==> src/rtl/run_distributor_pkg.sv <==
// sort_pkg: shared FSM encoding, default data width and a clog2 helper
package sort_pkg;
    typedef enum logic {ST_FILL = 1'b0, ST_EMIT = 1'b1} state_t;
    localparam int DEF_WIDTH = 8;
    function automatic int clog2(input int v);
        int r;
        r = 0;
        while ((1 << r) < v) r = r + 1;
        return r;
    endfunction
endpackage

==> src/rtl/run_distributor_if.sv <==
// run_distributor_if: input byte stream plus the push side of the two leaf FIFOs
interface run_distributor_if
    import sort_pkg::*;
#(
    parameter int WIDTH = DEF_WIDTH
);
    logic             in_valid;
    logic [WIDTH-1:0] in_data;
    logic             in_last;
    logic             in_ready;
    logic             fifoA_push_n;
    logic             fifoA_full;
    logic [WIDTH-1:0] fifoA_data;
    logic             fifoB_push_n;
    logic             fifoB_full;
    logic [WIDTH-1:0] fifoB_data;
    logic             run_done;
    logic             target_b;
    modport slave (
        input  in_valid, in_data, in_last, fifoA_full, fifoB_full,
        output in_ready, fifoA_push_n, fifoA_data, fifoB_push_n, fifoB_data, run_done, target_b
    );
    modport master (
        output in_valid, in_data, in_last, fifoA_full, fifoB_full,
        input  in_ready, fifoA_push_n, fifoA_data, fifoB_push_n, fifoB_data, run_done, target_b
    );
endinterface

==> src/rtl/run_distributor_sorted_insert_array.sv <==
// sorted_insert_array: ascending register array with stable parallel insert and shift-down pop
module sorted_insert_array
    import sort_pkg::*;
#(
    parameter int WIDTH   = DEF_WIDTH,
    parameter int RUN_LEN = 4
) (
    input  logic                         clock,
    input  logic                         reset,
    input  logic                         i_ins_en,
    input  logic                         i_shift_en,
    input  logic [WIDTH-1:0]             i_data,
    output logic [WIDTH-1:0]             o_head,
    output logic [clog2(RUN_LEN+1)-1:0]  o_count
);
    localparam int CW = clog2(RUN_LEN + 1);
    logic [WIDTH-1:0]   r_arr  [RUN_LEN];
    logic [WIDTH-1:0]   w_next [RUN_LEN];
    logic [CW-1:0]      r_count;
    logic [RUN_LEN-1:0] w_gt;
    // Empty slots count as "greater", and strict > places ties after existing equals
    always_comb begin
        w_next = r_arr;
        for (int i = 0; i < RUN_LEN; i++)
            w_gt[i] = (i >= int'(r_count)) || (r_arr[i] > i_data);
        if (i_shift_en) begin
            for (int i = 0; i < RUN_LEN - 1; i++)
                w_next[i] = r_arr[i + 1];
            w_next[RUN_LEN - 1] = '0;
        end else if (i_ins_en) begin
            w_next[0] = w_gt[0] ? i_data : r_arr[0];
            for (int i = 1; i < RUN_LEN; i++)
                w_next[i] = !w_gt[i] ? r_arr[i] : (w_gt[i - 1] ? r_arr[i - 1] : i_data);
        end
    end
    always_ff @(posedge clock) begin
        if (reset) begin
            r_arr   <= '{default: '0};
            r_count <= '0;
        end else begin
            r_arr   <= w_next;
            r_count <= i_ins_en ? r_count + CW'(1) : (i_shift_en ? r_count - CW'(1) : r_count);
        end
    end
    assign o_head  = r_arr[0];
    assign o_count = r_count;
endmodule

==> src/rtl/run_distributor.sv <==
// run_distributor: sorts input beats into runs and writes them alternately to leaf FIFOs A and B
module run_distributor
    import sort_pkg::*;
#(
    parameter int WIDTH   = DEF_WIDTH,
    parameter int RUN_LEN = 4
) (
    input logic              clock,
    input logic              reset,
    run_distributor_if.slave bus
);
    localparam int CW = clog2(RUN_LEN + 1);
    state_t        r_state;
    logic          r_in_ready;
    logic          r_run_done;
    logic          r_target_b;
    logic          w_accept;
    logic          w_full;
    logic          w_push;
    logic [WIDTH-1:0] w_head;
    logic [CW-1:0] w_count;
    assign w_accept = bus.in_valid && r_in_ready && !reset;
    assign w_full   = r_target_b ? bus.fifoB_full : bus.fifoA_full;
    // Push is combinational on full so a stall costs no cycle; reset suppresses it
    assign w_push   = (r_state == ST_EMIT) && !w_full && !reset;
    sorted_insert_array #(.WIDTH(WIDTH), .RUN_LEN(RUN_LEN)) u_array (
        .clock      (clock),
        .reset      (reset),
        .i_ins_en   (w_accept),
        .i_shift_en (w_push),
        .i_data     (bus.in_data),
        .o_head     (w_head),
        .o_count    (w_count)
    );
    always_ff @(posedge clock) begin
        if (reset) begin
            r_state    <= ST_FILL;
            r_in_ready <= 1'b1;
            r_run_done <= 1'b0;
            r_target_b <= 1'b0;
        end else begin
            r_run_done <= 1'b0;
            if (w_accept && (bus.in_last || w_count == CW'(RUN_LEN - 1))) begin
                r_state    <= ST_EMIT;
                r_in_ready <= 1'b0;
            end
            if (w_push && w_count == CW'(1)) begin
                r_state    <= ST_FILL;
                r_in_ready <= 1'b1;
                r_run_done <= 1'b1;
                r_target_b <= !r_target_b;
            end
        end
    end
    assign bus.in_ready     = r_in_ready;
    assign bus.fifoA_push_n = !(w_push && !r_target_b);
    assign bus.fifoB_push_n = !(w_push && r_target_b);
    assign bus.fifoA_data   = w_head;
    assign bus.fifoB_data   = w_head;
    assign bus.run_done     = r_run_done;
    assign bus.target_b     = r_target_b;
endmodule
==> src/flat_wrapper.sv <==
// flat-port wrapper written by rule: the top's interface ports become plain ports
module run_distributor_flat import sort_pkg::*;
#(
    parameter int WIDTH   = DEF_WIDTH,
    parameter int RUN_LEN = 4
)
  (clock, reset, bus_in_valid, bus_in_data, bus_in_last, bus_fifoA_full, bus_fifoB_full, bus_in_ready, bus_fifoA_push_n, bus_fifoA_data, bus_fifoB_push_n, bus_fifoB_data, bus_run_done, bus_target_b);
  run_distributor_if #(.WIDTH(WIDTH)) bus_i ();
  input logic clock;
  input logic reset;
  input wire logic [$bits(bus_i.in_valid)-1:0] bus_in_valid;
  input wire logic [$bits(bus_i.in_data)-1:0] bus_in_data;
  input wire logic [$bits(bus_i.in_last)-1:0] bus_in_last;
  input wire logic [$bits(bus_i.fifoA_full)-1:0] bus_fifoA_full;
  input wire logic [$bits(bus_i.fifoB_full)-1:0] bus_fifoB_full;
  output wire logic [$bits(bus_i.in_ready)-1:0] bus_in_ready;
  output wire logic [$bits(bus_i.fifoA_push_n)-1:0] bus_fifoA_push_n;
  output wire logic [$bits(bus_i.fifoA_data)-1:0] bus_fifoA_data;
  output wire logic [$bits(bus_i.fifoB_push_n)-1:0] bus_fifoB_push_n;
  output wire logic [$bits(bus_i.fifoB_data)-1:0] bus_fifoB_data;
  output wire logic [$bits(bus_i.run_done)-1:0] bus_run_done;
  output wire logic [$bits(bus_i.target_b)-1:0] bus_target_b;
  assign bus_i.in_valid = bus_in_valid;
  assign bus_i.in_data = bus_in_data;
  assign bus_i.in_last = bus_in_last;
  assign bus_i.fifoA_full = bus_fifoA_full;
  assign bus_i.fifoB_full = bus_fifoB_full;
  assign bus_in_ready = bus_i.in_ready;
  assign bus_fifoA_push_n = bus_i.fifoA_push_n;
  assign bus_fifoA_data = bus_i.fifoA_data;
  assign bus_fifoB_push_n = bus_i.fifoB_push_n;
  assign bus_fifoB_data = bus_i.fifoB_data;
  assign bus_run_done = bus_i.run_done;
  assign bus_target_b = bus_i.target_b;
  run_distributor #(.WIDTH(WIDTH), .RUN_LEN(RUN_LEN)) u_core (.clock(clock), .reset(reset), .bus(bus_i));
endmodule
==> config.mk <==
export PLATFORM = sky130hd
export DESIGN_NAME = run_distributor_flat
export DESIGN_NICKNAME = d
export VERILOG_FILES = /design/src/rtl/run_distributor_pkg.sv /design/src/rtl/run_distributor_if.sv /design/src/rtl/run_distributor_sorted_insert_array.sv /design/src/rtl/run_distributor.sv /design/src/flat_wrapper.sv
export SDC_FILE = /design/constraint.sdc
export NUM_CORES = 1
export LEC_CHECK = 0
export ABC_AREA = 0
export CAP_MARGIN = 10
export CORE_MARGIN = 5
export CORE_UTILIZATION = 50
export CTS_BUF_LIST = sky130_fd_sc_hd__clkbuf_16
export CTS_CLUSTER_DIAMETER = 50
export DETAILED_ROUTE_END_ITERATION = 16
export DONT_BUFFER_PORTS = 1
export SLEW_MARGIN = 20
export SYNTH_ARGS = -nofsm -noshare
export SYNTH_HDL_FRONTEND = slang
export SYNTH_HIERARCHICAL = 1
export SYNTH_SLANG_ARGS = --single-unit
export TNS_END_PERCENT = 10
==> constraint.sdc <==
create_clock -name clock -period 5 [get_ports clock]
set_clock_uncertainty 0.1 [all_clocks]
set_input_delay 0.75 -clock clock [delete_from_list [all_inputs] [get_ports clock]]
set_output_delay 0.75 -clock clock [all_outputs]
set_load 0.01 [all_outputs]
# Yosys cells after proc, flatten, opt, wreduce, memory -nomap -nowiden
# Cells that the tools add are included.
dict set report op_classes {
  add_sub_neg 2
  magnitude_cmp 8
  eq_ne 2
  mux 13
  reduce_logical 28
}
# cell n
set op_table {}
lappend op_table {{$mux 32} 2}
lappend op_table {{$mux 8} 7}
lappend op_table {{$gt 8x8->1} 4}
lappend op_table {{$logic_and 1x1->1} 8}
lappend op_table {{$reduce_and 2->1} 4}
lappend op_table {{$reduce_bool 2->1} 4}
lappend op_table {{$ge 1x3->1 const A} 2}
lappend op_table {{$ge 2x3->1 const A} 2}
lappend op_table {{$mux 3} 2}
lappend op_table {{$logic_not 1->1} 5}
lappend op_table {{$logic_or 1x1->1} 5}
lappend op_table {{$reduce_or 2->1} 2}
lappend op_table {{$add 3x1->3 const B} 1}
lappend op_table {{$eq 3x1->1 const B} 1}
lappend op_table {{$eq 3x2->1 const B} 1}
lappend op_table {{$sub 3x1->3 const B} 1}
lappend op_table {{$mux 1} 2}
dict set report word_totals {
  register_bits 39
  input_bits 14
  output_inout_bits 21
  word_cells 62
}

# Depth between registers and ports, before layout
# Gate-level depths: netlist (run 1).
dict set report depth {
  word_depth 6
  mapped_depth 9
  depth_no_buf 8
}

# Hierarchy
# The synthesis (run 1) kept the hierarchy.
# module n_inst cells_each area_each_um2 seq_area_each_um2
set modules_own_cells {}
lappend modules_own_cells {sorted_insert_array 1 294 2663.8 700.7}
lappend modules_own_cells {run_distributor 1 33 302.8 80.1}

# Least setup slack after synthesis (run 1)
# OpenSTA, ideal clock, no wires.
dict set report synth_timing {
  path_kind {input-to-reg}
  start {in bus_in_data[7]}
  end {reg u_core/u_array/r_arr[13] (netlist bit)}
  setup_time_ns 0.123
  t_arrival_ns 2.253
  required_time_ns 4.777
  slack_ns 2.524
  cell_stages 9
  path_buffers 1
  path_cell_list {inv_1 -> ha_1 -> a21oi_1 -> o21ai_0 -> o21a_1 -> nor3_4 -> buf_6 -> mux2i_1 -> o21ai_1}
}
dict set report synth_via {
  elab_chain_len 6
  word_cells_on_any_way 10
  cone_classes {2 x order compare; 4 x mux; 4 x reduce/logical}
}
# item line
set synth_lines {}
lappend synth_lines {{start, declared} flat_wrapper.sv:12} ;# input wire logic [$bits(bus_i.in_data)-1:0] bus_in_data;
lappend synth_lines {{$gt 8x8->1} run_distributor_sorted_insert_array.sv:25} ;# w_gt[i] = (i >= int'(r_count)) || (r_arr[i] > i_data);
lappend synth_lines {{$logic_or 1x1->1} run_distributor_sorted_insert_array.sv:25}
lappend synth_lines {{$mux 8 (2 in a row)} run_distributor_sorted_insert_array.sv:33} ;# w_next[i] = !w_gt[i] ? r_arr[i] : (w_gt[i - 1] ? r_arr[i - 1] : i_data);
lappend synth_lines {{$mux 32} run_distributor_sorted_insert_array.sv:30} ;# end else if (i_ins_en) begin
lappend synth_lines {{$mux 32} run_distributor_sorted_insert_array.sv:26} ;# if (i_shift_en) begin
lappend synth_lines {{end signal, assigned} run_distributor_sorted_insert_array.sv:41} ;# r_arr <= w_next;
lappend synth_lines {{end, declared} run_distributor_sorted_insert_array.sv:17} ;# logic [WIDTH-1:0] r_arr [RUN_LEN];
# Parallel ways exist; a longest one is shown, timed or not. The select of a mux whose other input is x is not followed.
# A chain may end at the register's enable or synchronous reset.

# Worst setup path after layout (run 1)
dict set report layout_timing {
  start {in reset}
  end {reg u_core/u_array/r_arr[7] (netlist bit)}
}
dict set report layout_via {
  elab_chain_len 3
  word_cells_on_any_way 5
  cone_classes {5 x reduce/logical}
}
# item line
set layout_lines {}
lappend layout_lines {{start, declared} flat_wrapper.sv:10} ;# input logic reset;
lappend layout_lines {{$logic_not 1->1} {run_distributor.sv:22, run_distributor.sv:25}}
lappend layout_lines {{$logic_and 1x1->1 (on tied branches)} {run_distributor.sv:22, run_distributor.sv:25}}
lappend layout_lines {{$reduce_and 2->1 (no line) or $reduce_or 2->1 (tied branches)} -}
# Parallel ways exist; a longest one is shown, timed or not.

==> results of run 1 <==
worst max-delay path: stages:
cell,delay (ns)
and3b_1,0.49
inv_1,0.42
a31oi_1,0.23
o21ai_0,0.10
a21oi_1,0.71
o21ai_0,0.17
a21oi_1,0.14
stage by stage:
stage	power, µW	utilization
2_1_floorplan	489.5	-
3_3_place_gp	507.0	0.4929
3_5_place_dp	508.5	0.4929
4_1_cts	919.0	0.5252
5_1_grt	956.1	0.5263
6_report	913.9	0.5263
layer usage:
metal  vias up  wire (µm)  global-route usage
li1       1191          -                   -
met1      1117       3334              0.2800
met2        66       3046              0.3037
met3        11        383             0.02838
met4         0        103             0.05949
met5         -          0                   0
flip-flops by register name, summed over array words and instances (netlist names):
register,cells
u_core/u_array/r_arr,24
u_core/u_array/o_head,8
u_core/u_array/o_count,3
u_core/bus.in_ready,1
u_core/bus.run_done,1
u_core/bus.target_b,1
u_core/r_state,1
final cells by class:
class	count	share of cell area
multi-input cells	243	0.6314
inverters	15	0.01829
well taps	75	0.03048
clock buffers	5	0.04063
repair buffers	2	0.004876
flip-flops and latches	39	0.2536
clock inverters	3	0.02072
worst max path at each step:
stage	end	cells past startpoint	slack, ns	start
after global routing	u_core/u_array/r_arr[2]	7	1.65	reset
after global placement	u_core/u_array/o_head[6]	8	1.78	bus_in_data[1]
after CTS	u_core/u_array/o_head[6]	8	2.08	bus_in_data[1]
after floorplan	u_core/u_array/r_arr[13]	9	2.52	bus_in_data[7]
final	u_core/u_array/r_arr[7]	7	2.10	reset
after detailed placement	u_core/u_array/o_head[1]	8	1.78	bus_in_data[1]
power groups by stage:
stage,Clock (µW),Combinational [µW],Sequential (µW)
floorplan,0,142,348
global placement,0,147,360
detailed placement,0,149,360
CTS,416,149,353
global route,429,170,357
finish,411,150,353
synthesized netlist by cell type (3+ instances only):
| cell type | number |
|---|---|
| nand2b_1 | 4 |
| a21oi_1 | 24 |
| a221o_1 | 8 |
| ha_1 | 37 |
| o21a_1 | 4 |
| nor3b_1 | 4 |
| nand2_1 | 6 |
| and2_1 | 8 |
| mux2i_1 | 24 |
| buf_4 | 16 |
| nor2b_1 | 6 |
| buf_2 | 3 |
| dfxtp_1 | 39 |
| nand4_1 | 6 |
| a32o_1 | 13 |
| o21ai_1 | 3 |
| buf_6 | 3 |
| nor2_1 | 15 |
| o21ai_0 | 32 |
| inv_1 | 15 |
| a31oi_1 | 18 |
| clkbuf_1 | 8 |
logic make-up after synthesis:
kind of cell	after synthesis	synth area share
xor+xnor	2	0.005906
buf+inv	45	0.08604
simple gates	68	0.1582
compound gates	111	0.2446
flops	39	0.2632
fa+ha+maj	37	0.1561
mux	25	0.08604
==> flow_summary.yaml, run 1 <==
critical_path:
  rr_startpoint: "u_core/bus.in_ready"
  rr_endpoint: "u_core/u_array/r_arr[7]"
  r2r_slack_ns: 2.17
  worstPathMaxFanout: 16
  rr_worst_depth: 7
  startpoint_type: "primary input"
  crit_required_ns: 5.11
  end_kind: "flop"
  worst-setup-path-type: "in -> reg"
  arrival_ns: 3.02
final_layout:
  syn_to_final_growth_pct: 3.796
  layout.cells.non_filler: 382
  regArea_um2: 780.7
  multi_input_area_um2: 1944
  final_area_um2: 3079
  num-fill-cells: 534
  layout_common_cells: "dfxtp_1 (39), ha_1 (37), o21ai_0 (32)"
  drive_above_1_share: 0.06840
  antennaDiodeCount: 0
  mostFrequentLayoutCell: "dfxtp_1"
  layout.nets: 357
sta:
  hold_viol_final: 0
  rsz0062_at_grt: "no"
  period_share: 0.5809
  fin_crit_ns: 2.905
  hold_ws_ns: 0.4344
  setup_viol: 0
  clock.fmax_mhz: 344.3
  setup_slack_ns: 2.095
  setup_tns_ns: 0
  drv_slew: 0
  maxSlewHeadroom: 0.3970
  worstMarginPinSlew_ns: 0.9045
place:
  portBuffers: 0
  hpwl_mm: 5.055
  gp_congestion: 0.8206
  dp_cells: 374
  postPlaceCellArea_um2: 2884
  dpl_worst_slack_ns: 1.780
global_route:
  grt_overflow: 0
  grt_pass1_vias: 2239
  grt_first_pass_wirelength_mm: 11.69
  grt.total_usage: 0.1961
  antenna_found_initial: 0
  grt_max_degree: 41
clock_tree:
  clock_path_buffers: 2
  cts-hold-fix-buffers: 0
  root_buffer: "clkbuf_16"
  cts_sinks: 39
  htreeDepth: 2
  cts_resized: 0
  cts_setup_buffers: 0
  clock_latency_ns: 0.28
  cts_tree: "built"
  clk_pin_slew_ns: 0.06
  cts-buffers-inserted: 5
routing:
  detail-route-antenna-nets: 0
  avgRoutedWirePerCell_um: 17.98
  routed_wl_mm: 6.868
  vias_per_cell: 6.243
  drc_errors: 0
  drt-pass1-iter-count: 4
  drtIter0Drc: 231
  num_vias: 2385
hold_path:
  hp-start: "reset"
  whs_endpoint: "u_core/u_array/o_count[0]"
  whs_path_depth: 1
  min-delay-path-class: "in -> reg"
synth:
  synth-main-ff-cell: "dfxtp_1"
  async_reset_ff_frac: 0
  synth_edf_count: 0
  netlist.area_leader.share: 0.2632
  yosysUniqueCellTypes: 45
  synth_largest_area_cell: "dfxtp_1"
  syn_avg_cell_area_um2: 9.072
  synth.net_count: 378
  synth.area.top_cells: "dfxtp_1 (26%), ha_1 (16%), mux2i_1 (8.1%)"
  syn_inst: 327
  ys_ff_latch: 39
  yosysSeqAreaShare: 0.2632
  ys_warn_count: 6
  synth_area_um2: 2967
power:
  p_sw_uw: 239.3
  pwr-share-comb: 0.164
  p_sw_frac: 0.2618
  peakVddDrop_mv: 0.1415
  leakagePower_uw: 0.001155
  p_int_uw: 674.6
  clkPwrFrac: 0.449
  powerDensity_nw_per_um2: 296.8
  share_seq_of_total_power: 0.386
outcome:
  status: "finished clean"
run:
  maxCapViolations: 0
die:
  pin_count: 35
  coreArea_um2: 5851
  rows: 28
  chipHeight_um: 87.03
  fp.dieW_um: 87.03
  die_area_um2: 7573
  initial_core_util: 0.5071
Power figures use the tool's default switching activity.
==> run 2: changes to the inputs <==
--- a/config.mk
+++ b/config.mk
@@ -5,7 +5,7 @@
 export SDC_FILE = /design/constraint.sdc
 export NUM_CORES = 1
 export LEC_CHECK = 0
-export ABC_AREA = 0
+export ABC_AREA = 1
 export CAP_MARGIN = 10
 export CORE_MARGIN = 5
 export CORE_UTILIZATION = 50
@@ -13,6 +13,7 @@
 export CTS_CLUSTER_DIAMETER = 50
 export DETAILED_ROUTE_END_ITERATION = 16
 export DONT_BUFFER_PORTS = 1
+export PLACE_DENSITY = 0.68
 export SLEW_MARGIN = 20
 export SYNTH_ARGS = -nofsm -noshare
 export SYNTH_HDL_FRONTEND = slang
==> constraint.sdc (replaced) <==
create_clock -name clock -period 2.59 [get_ports clock]
set_clock_uncertainty 0.1 [all_clocks]
set_input_delay 0.3885 -clock clock [delete_from_list [all_inputs] [get_ports clock]]
set_output_delay 0.3885 -clock clock [all_outputs]
set_load 0.01 [all_outputs]
==> run 2 against run 1 <==
Against the previous run:
- first-iteration DRC count shrank 15%
- flip-flop and latch count did not move
- hold slack got worse by 0.37 ns
- synthesized area up 7.3%
- worst setup slack worse by 1.7 ns
- clock-buffer cell count is the same
- die area up 6.5%
- largest power group unchanged
==> flow_summary.yaml, run 2 <==
outcome:
  status: "finished clean"
sta:
  hold_viol_final: 0
  clock.fmax_mhz: 465.2
  maxSlewHeadroom: 0.7121
  setup_tns_ns: 0
  fin_crit_ns: 2.149
  worstMarginPinSlew_ns: 0.4303
  drv_slew: 0
  period_share: 0.8299
  hold_ws_ns: 0.06849
  setup_viol: 0
  rsz0062_at_grt: "no"
power:
  peakVddDrop_mv: 0.3092
  p_sw_frac: 0.2943
  clkPwrFrac: 0.415
  p_int_uw: 1191
  p_sw_uw: 496.6
  pwr-share-comb: 0.194
  powerDensity_nw_per_um2: 510.6
  leakagePower_uw: 0.001574
  share_seq_of_total_power: 0.391
critical_path:
  crit_required_ns: 2.71
  rr_endpoint: "u_core/u_array/o_head[5]"
  startpoint_type: "flop"
  worst-setup-path-type: "reg -> reg"
  worstPathMaxFanout: 12
  end_kind: "flop"
  rr_worst_depth: 9
  rr_startpoint: "u_core/u_array/o_head[7]"
  endpoint: "u_core/u_array/o_head[5]"
  arrival_ns: 2.27
  r2r_slack_ns: 0.44
  startpoint: "u_core/u_array/o_head[7]"
die:
  fp.dieW_um: 89.81
  rows: 29
  initial_core_util: 0.5073
  pin_count: 35
  chipHeight_um: 89.81
  die_area_um2: 8065
  coreArea_um2: 6277
routing:
  drtIter0Drc: 196
  wl_met2_mm: 3.584
  avgRoutedWirePerCell_um: 13.44
  num_vias: 2931
  dr_wl_met3_um: 367
  routed_wl_mm: 7.446
  detail-route-antenna-nets: 0
  drt-pass1-iter-count: 5
  top_layer_used: "met4"
  drc_errors: 0
  met1_length_mm: 3.409
  vias_per_cell: 5.291
final_layout:
  finish.utilization: 0.5264
  layout_common_cells: "nand2_1 (124), nor2_1 (94), inv_1 (44)"
  regMostFlops: "u_core/u_array/r_arr"
  drive_above_1_share: 0.07547
  layout.cells.non_filler: 554
  syn_to_final_growth_pct: 3.772
  largest_reg_flops: 24
  final_area_um2: 3304
  antennaDiodeCount: 0
  mostFrequentLayoutCell: "nand2_1"
  layout.nets: 527
clock_tree:
  cts-buffers-inserted: 5
  cts_setup_buffers: 0
  clk_pin_slew_ns: 0.06
  cts_sinks: 39
  root_buffer: "clkbuf_16"
  clock_path_buffers: 2
  cts-hold-fix-buffers: 0
  cts_tree: "built"
  cts_resized: 0
  clock_latency_ns: 0.29
  htreeDepth: 2
global_route:
  grt_pass1_vias: 2753
  grt.total_usage: 0.1889
  antenna_found_initial: 0
  grt_first_pass_wirelength_mm: 12.97
  grt_overflow: 0
  grt_max_degree: 33
synth:
  synth_edf_count: 0
  yosysSeqAreaShare: 0.2452
  synth_largest_area_cell: "dfxtp_1"
  yosysUniqueCellTypes: 31
  syn_avg_cell_area_um2: 6.525
  synth.net_count: 539
  async_reset_ff_frac: 0
  syn_inst: 488
  ys_warn_count: 6
  synth.area.top_cells: "dfxtp_1 (25%), nand2_1 (15%), ha_1 (15%)"
  synth_area_um2: 3184
  netlist.area_leader.share: 0.2452
  synth-main-ff-cell: "dfxtp_1"
  ys_ff_latch: 39
  ys_top_cells_by_count: "nand2_1 (124), nor2_1 (94), inv_1 (44), nand3_1 (43), dfxtp_1 (39)"
  synth_most_common_cell: "nand2_1"
place:
  gp_congestion: 0.8612
  portBuffers: 0
  hpwl_mm: 5.592
  dp_cells: 546
  postPlaceCellArea_um2: 3141
hold_path:
  min-delay-path-class: "in -> reg"
run:
  maxCapViolations: 0
[run 2: cell count changes after synthesis, sizes merged, moves of 13 or more]
cell	delta
nand2	+127
nor2	+82
nand3	+43
inv	+31
mux2i	-24
a31oi	-17
o21ai	-15
a32o	-13
[run 2: worst min path at each step]
stage                             start                   endpoint  slack (ns)  cells after the start
6_report                          reset  u_core/u_array/o_count[0]        0.07                      1
5_1_grt                           reset  u_core/u_array/o_count[0]        0.06                      1
4_1_cts                           reset   u_core/u_array/o_head[7]        0.06                      1
3_5_place_dp                      reset  u_core/u_array/o_count[0]        0.36                      1
3_3_place_gp                      reset  u_core/u_array/o_count[0]        0.36                      1
2_1_floorplan  u_core/u_array/o_head[0]   u_core/u_array/o_head[0]        0.37                      2
[run 2: power groups by stage]
| stage | Clock [µW] | Sequential, µW | Combinational [µW] |
|---|---|---|---|
| 2_1_floorplan | 0 | 660 | 297 |
| 3_3_place_gp | 0 | 672 | 319 |
| 3_5_place_dp | 0 | 673 | 325 |
| 4_1_cts | 721 | 659 | 326 |
| 5_1_grt | 738 | 663 | 381 |
| 6_report | 700 | 659 | 328 |
[run 2: cell type report]
cell class | instances | area, µm²
Sequential cell | 39 | 780.7
Inverter | 46 | 172.7
Tap cell | 77 | 96.34
Multi-Input combinational cell | 375 | 2023
Timing Repair Buffer | 9 | 67.56
Clock inverter | 3 | 38.79
Clock buffer | 5 | 125.1
Fill cell | 632 | 2973
[run 2: stage by stage]
step | setup slack, ns | power (µW)
finish | 0.4405 | 1687
global route | 0.1827 | 1783
CTS | 0.4445 | 1706
detailed placement | 0.3105 | 997.7
global placement | 0.3378 | 991.1
floorplan | 0.6738 | 957.4
[run 2: logic make-up after synthesis]
family,share of synthesized area
simple gates,0.3717
buf+inv,0.1195
compound gates,0.1183
flops,0.2452
fa+ha+maj,0.1454
[run 2: worst max-delay path, cell delays in order (launching register included)]
cell     delay, ns
dfxtp_1       0.49
ha_1          0.31
a21o_1        0.16
nor2_1        0.11
nand2_1       0.07
nand2_2       0.17
nand2_4       0.15
o21ai_4       0.28
nand2_1       0.08
a21oi_1       0.15
[run 2: layer usage]
metal	global-route usage	vias up
met2	0.3189	61
met4	0.04912	0
li1	-	1523
met5	0	-
met1	0.2380	1340
met3	0.04841	7
==> run 3: changes to the inputs <==
--- a/config.mk
+++ b/config.mk
@@ -13,7 +13,6 @@
 export CTS_CLUSTER_DIAMETER = 50
 export DETAILED_ROUTE_END_ITERATION = 16
 export DONT_BUFFER_PORTS = 1
-export PLACE_DENSITY = 0.68
 export SLEW_MARGIN = 20
 export SYNTH_ARGS = -nofsm -noshare
 export SYNTH_HDL_FRONTEND = slang
==> constraint.sdc (replaced) <==
create_clock -name clock -period 2 [get_ports clock]
set_clock_uncertainty 0.1 [all_clocks]
set_input_delay 0.3 -clock clock [delete_from_list [all_inputs] [get_ports clock]]
set_output_delay 0.3 -clock clock [all_outputs]
set_load 0.01 [all_outputs]
==> run 3 against run 2 <==
Against the previous run:
- the run now ends with negative hold slack left
- non-clock buffer count increased by 35
- clock power grew 33%
- combinational power increased by 84%
- first-iteration DRC count decreased by 21%
- fmax grew 13%
- final area increased by 18%
==> flow_summary.yaml, run 3 (synthesis results as in run 2) <==
clock_tree:
  cts_sinks: 39
  cts-buffers-inserted: 5
  clock_path_buffers: 2
  root_buffer: "clkbuf_16"
  cts_tree: "built"
  clock_latency_ns: 0.28
  clk_pin_slew_ns: 0.06
  htreeDepth: 2
place:
  gp_congestion: 0.8395
  portBuffers: 0
  hpwl_mm: 6.297
die:
  coreArea_um2: 6277
  pin_count: 35
  rows: 29
  initial_core_util: 0.5073
  chipHeight_um: 89.81
  fp.dieW_um: 89.81
  die_area_um2: 8065
critical_path:
  worst-setup-path-type: "reg -> reg"
  end_kind: "flop"
  slowest_delay_ns: 0.33
  worstPathMaxFanout: 6
  crit_required_ns: 2.08
  crit_chain: "ha_4 -> nand2_1 -> nor2_2 -> nand2_1 -> nand2_1 -> nand2_2 -> nand2_4 -> clkinvlp_4 -> nor2_1 -> nor2_1 -> nor2_1 -> nor2_1"
  critical_path.most_common_cell: "nor2_1"
  startpoint_type: "flop"
  crit_slowest_cell: "dfxtp_1"
  arrival_ns: 1.99
outcome:
  status: "finished with violations"
  violations: "negative hold slack"
final_layout:
  drive_above_1_share: 0.2393
  antennaDiodeCount: 0
  mostFrequentLayoutCell: "nand2_1"
  regMostFlops: "u_core/u_array/r_arr"
  syn_to_final_growth_pct: 22.04
  largest_reg_flops: 24
  layout_common_cells: "nand2_1 (114), nor2_1 (91), nand3_1 (41)"
  finish.utilization: 0.6191
  layout.nets: 564
sta:
  period_share: 0.9550
  fin_crit_ns: 1.910
  drv_slew: 0
  rsz0062_at_grt: "yes"
  maxSlewHeadroom: 0.7180
  hold_viol_final: 25
  hold_ws_ns: -0.02197
  clock.fmax_mhz: 523.6
  worstMarginPinSlew_ns: 0.4215
  setup_viol: 0
routing:
  drc_errors: 0
  detail-route-antenna-nets: 0
  routed_wl_mm: 8.731
  avgRoutedWirePerCell_um: 14.77
  drt-pass1-iter-count: 4
  num_vias: 3139
  drtIter0Drc: 155
  vias_per_cell: 5.311
power:
  leakagePower_uw: 0.001770
  powerDensity_nw_per_um2: 611.5
  peakVddDrop_mv: 0.4406
global_route:
  grt_max_degree: 33
  grt_pass1_vias: 2995
  antenna_found_initial: 0
  grt.total_usage: 0.2046
  grt_first_pass_wirelength_mm: 14.15
  grt_overflow: 0
run:
  maxCapViolations: 0
hold_path:
  min-delay-path-class: "in -> reg"
## run 3: cell count changes in the layout (fill, tap and decap cells not counted), moves of 3 or more
cell,change
buf_4,+30
dfxtp_1,-16
dfxtp_2,+16
ha_1,-10
nand2_1,-10
ha_4,+9
nand2_2,+7
inv_1,-5
nand2_4,+4
a21oi_1,-3
a21oi_2,+3
buf_12,+3
inv_2,+3
nor2_1,-3
## run 3: timing repair
action / in CTS / in global routing
buffers inserted: 0 / 6
endpoints found under the hold margin: 26 / 26
setup endpoints to repair: 0 / 24
resized for setup: 0 / 57
## run 3: through the flow
step,instances,setup TNS [ns],setup slack [ns],cell area (µm²),total power (µW)
after floorplan,488,0,0.1723,3184,1240
after CTS,582,0,0.008744,3545,2293
after global placement,574,-1.329,-0.1348,3376,1349
final,591,0,0.09008,3886,2376
after global routing,591,-0.2579,-0.05910,3886,2514
after detailed placement,574,-1.273,-0.1255,3376,1356
## run 3: worst paths after layout
| kind | slack [ns] | end | cells past startpoint | start |
|---|---|---|---|---|
| setup reg to reg | 0.09 | u_core/u_array/r_arr[21] | 12 | u_core/u_array/o_head[5] |
| hold reg to reg | 0.41 | u_core/u_array/r_arr[4] | 2 | u_core/u_array/r_arr[4] |
| setup / recovery | 0.09 | u_core/u_array/r_arr[21] | 12 | u_core/u_array/o_head[5] |
| hold / removal | -0.02 | u_core/u_array/r_arr[21] | 1 | reset |
## run 3: critical path, delay by kind of cell, from the launching register on
kind          cells  cell delay, ns
simple gates     10            0.93
buf+inv           1            0.17
fa+ha+maj         1            0.27
flops             1            0.33
## run 3: report_power, final
part | leakage, µW | total (µW) | internal (µW) | switching (µW)
combinational | 0.00136 | 605 | 251 | 354
sequential | 0.000325 | 842 | 813 | 28.9
clock | 0.0000838 | 929 | 589 | 340
total | 0.00177 | 2380 | 1650 | 724
## run 3: layout make-up
class / instances / area (µm²)
Tap cell: 77 / 96.34
Fill cell: 575 / 2391
Inverter: 46 / 180.2
Clock inverter: 3 / 43.79
Clock buffer: 5 / 125.1
Timing Repair Buffer: 44 / 389.1
Multi-Input combinational cell: 377 / 2251
Sequential cell: 39 / 800.8
## run 3: metal layers
layer / global-route usage / vias up / share of wire
met2: 0.3585 / 81 / 0.49
met5: 0 / - / 0
met4: 0.05164 / 0 / 0.017
met1: 0.2565 / 1439 / 0.45
met3: 0.03756 / 13 / 0.043
li1: - / 1606 / -
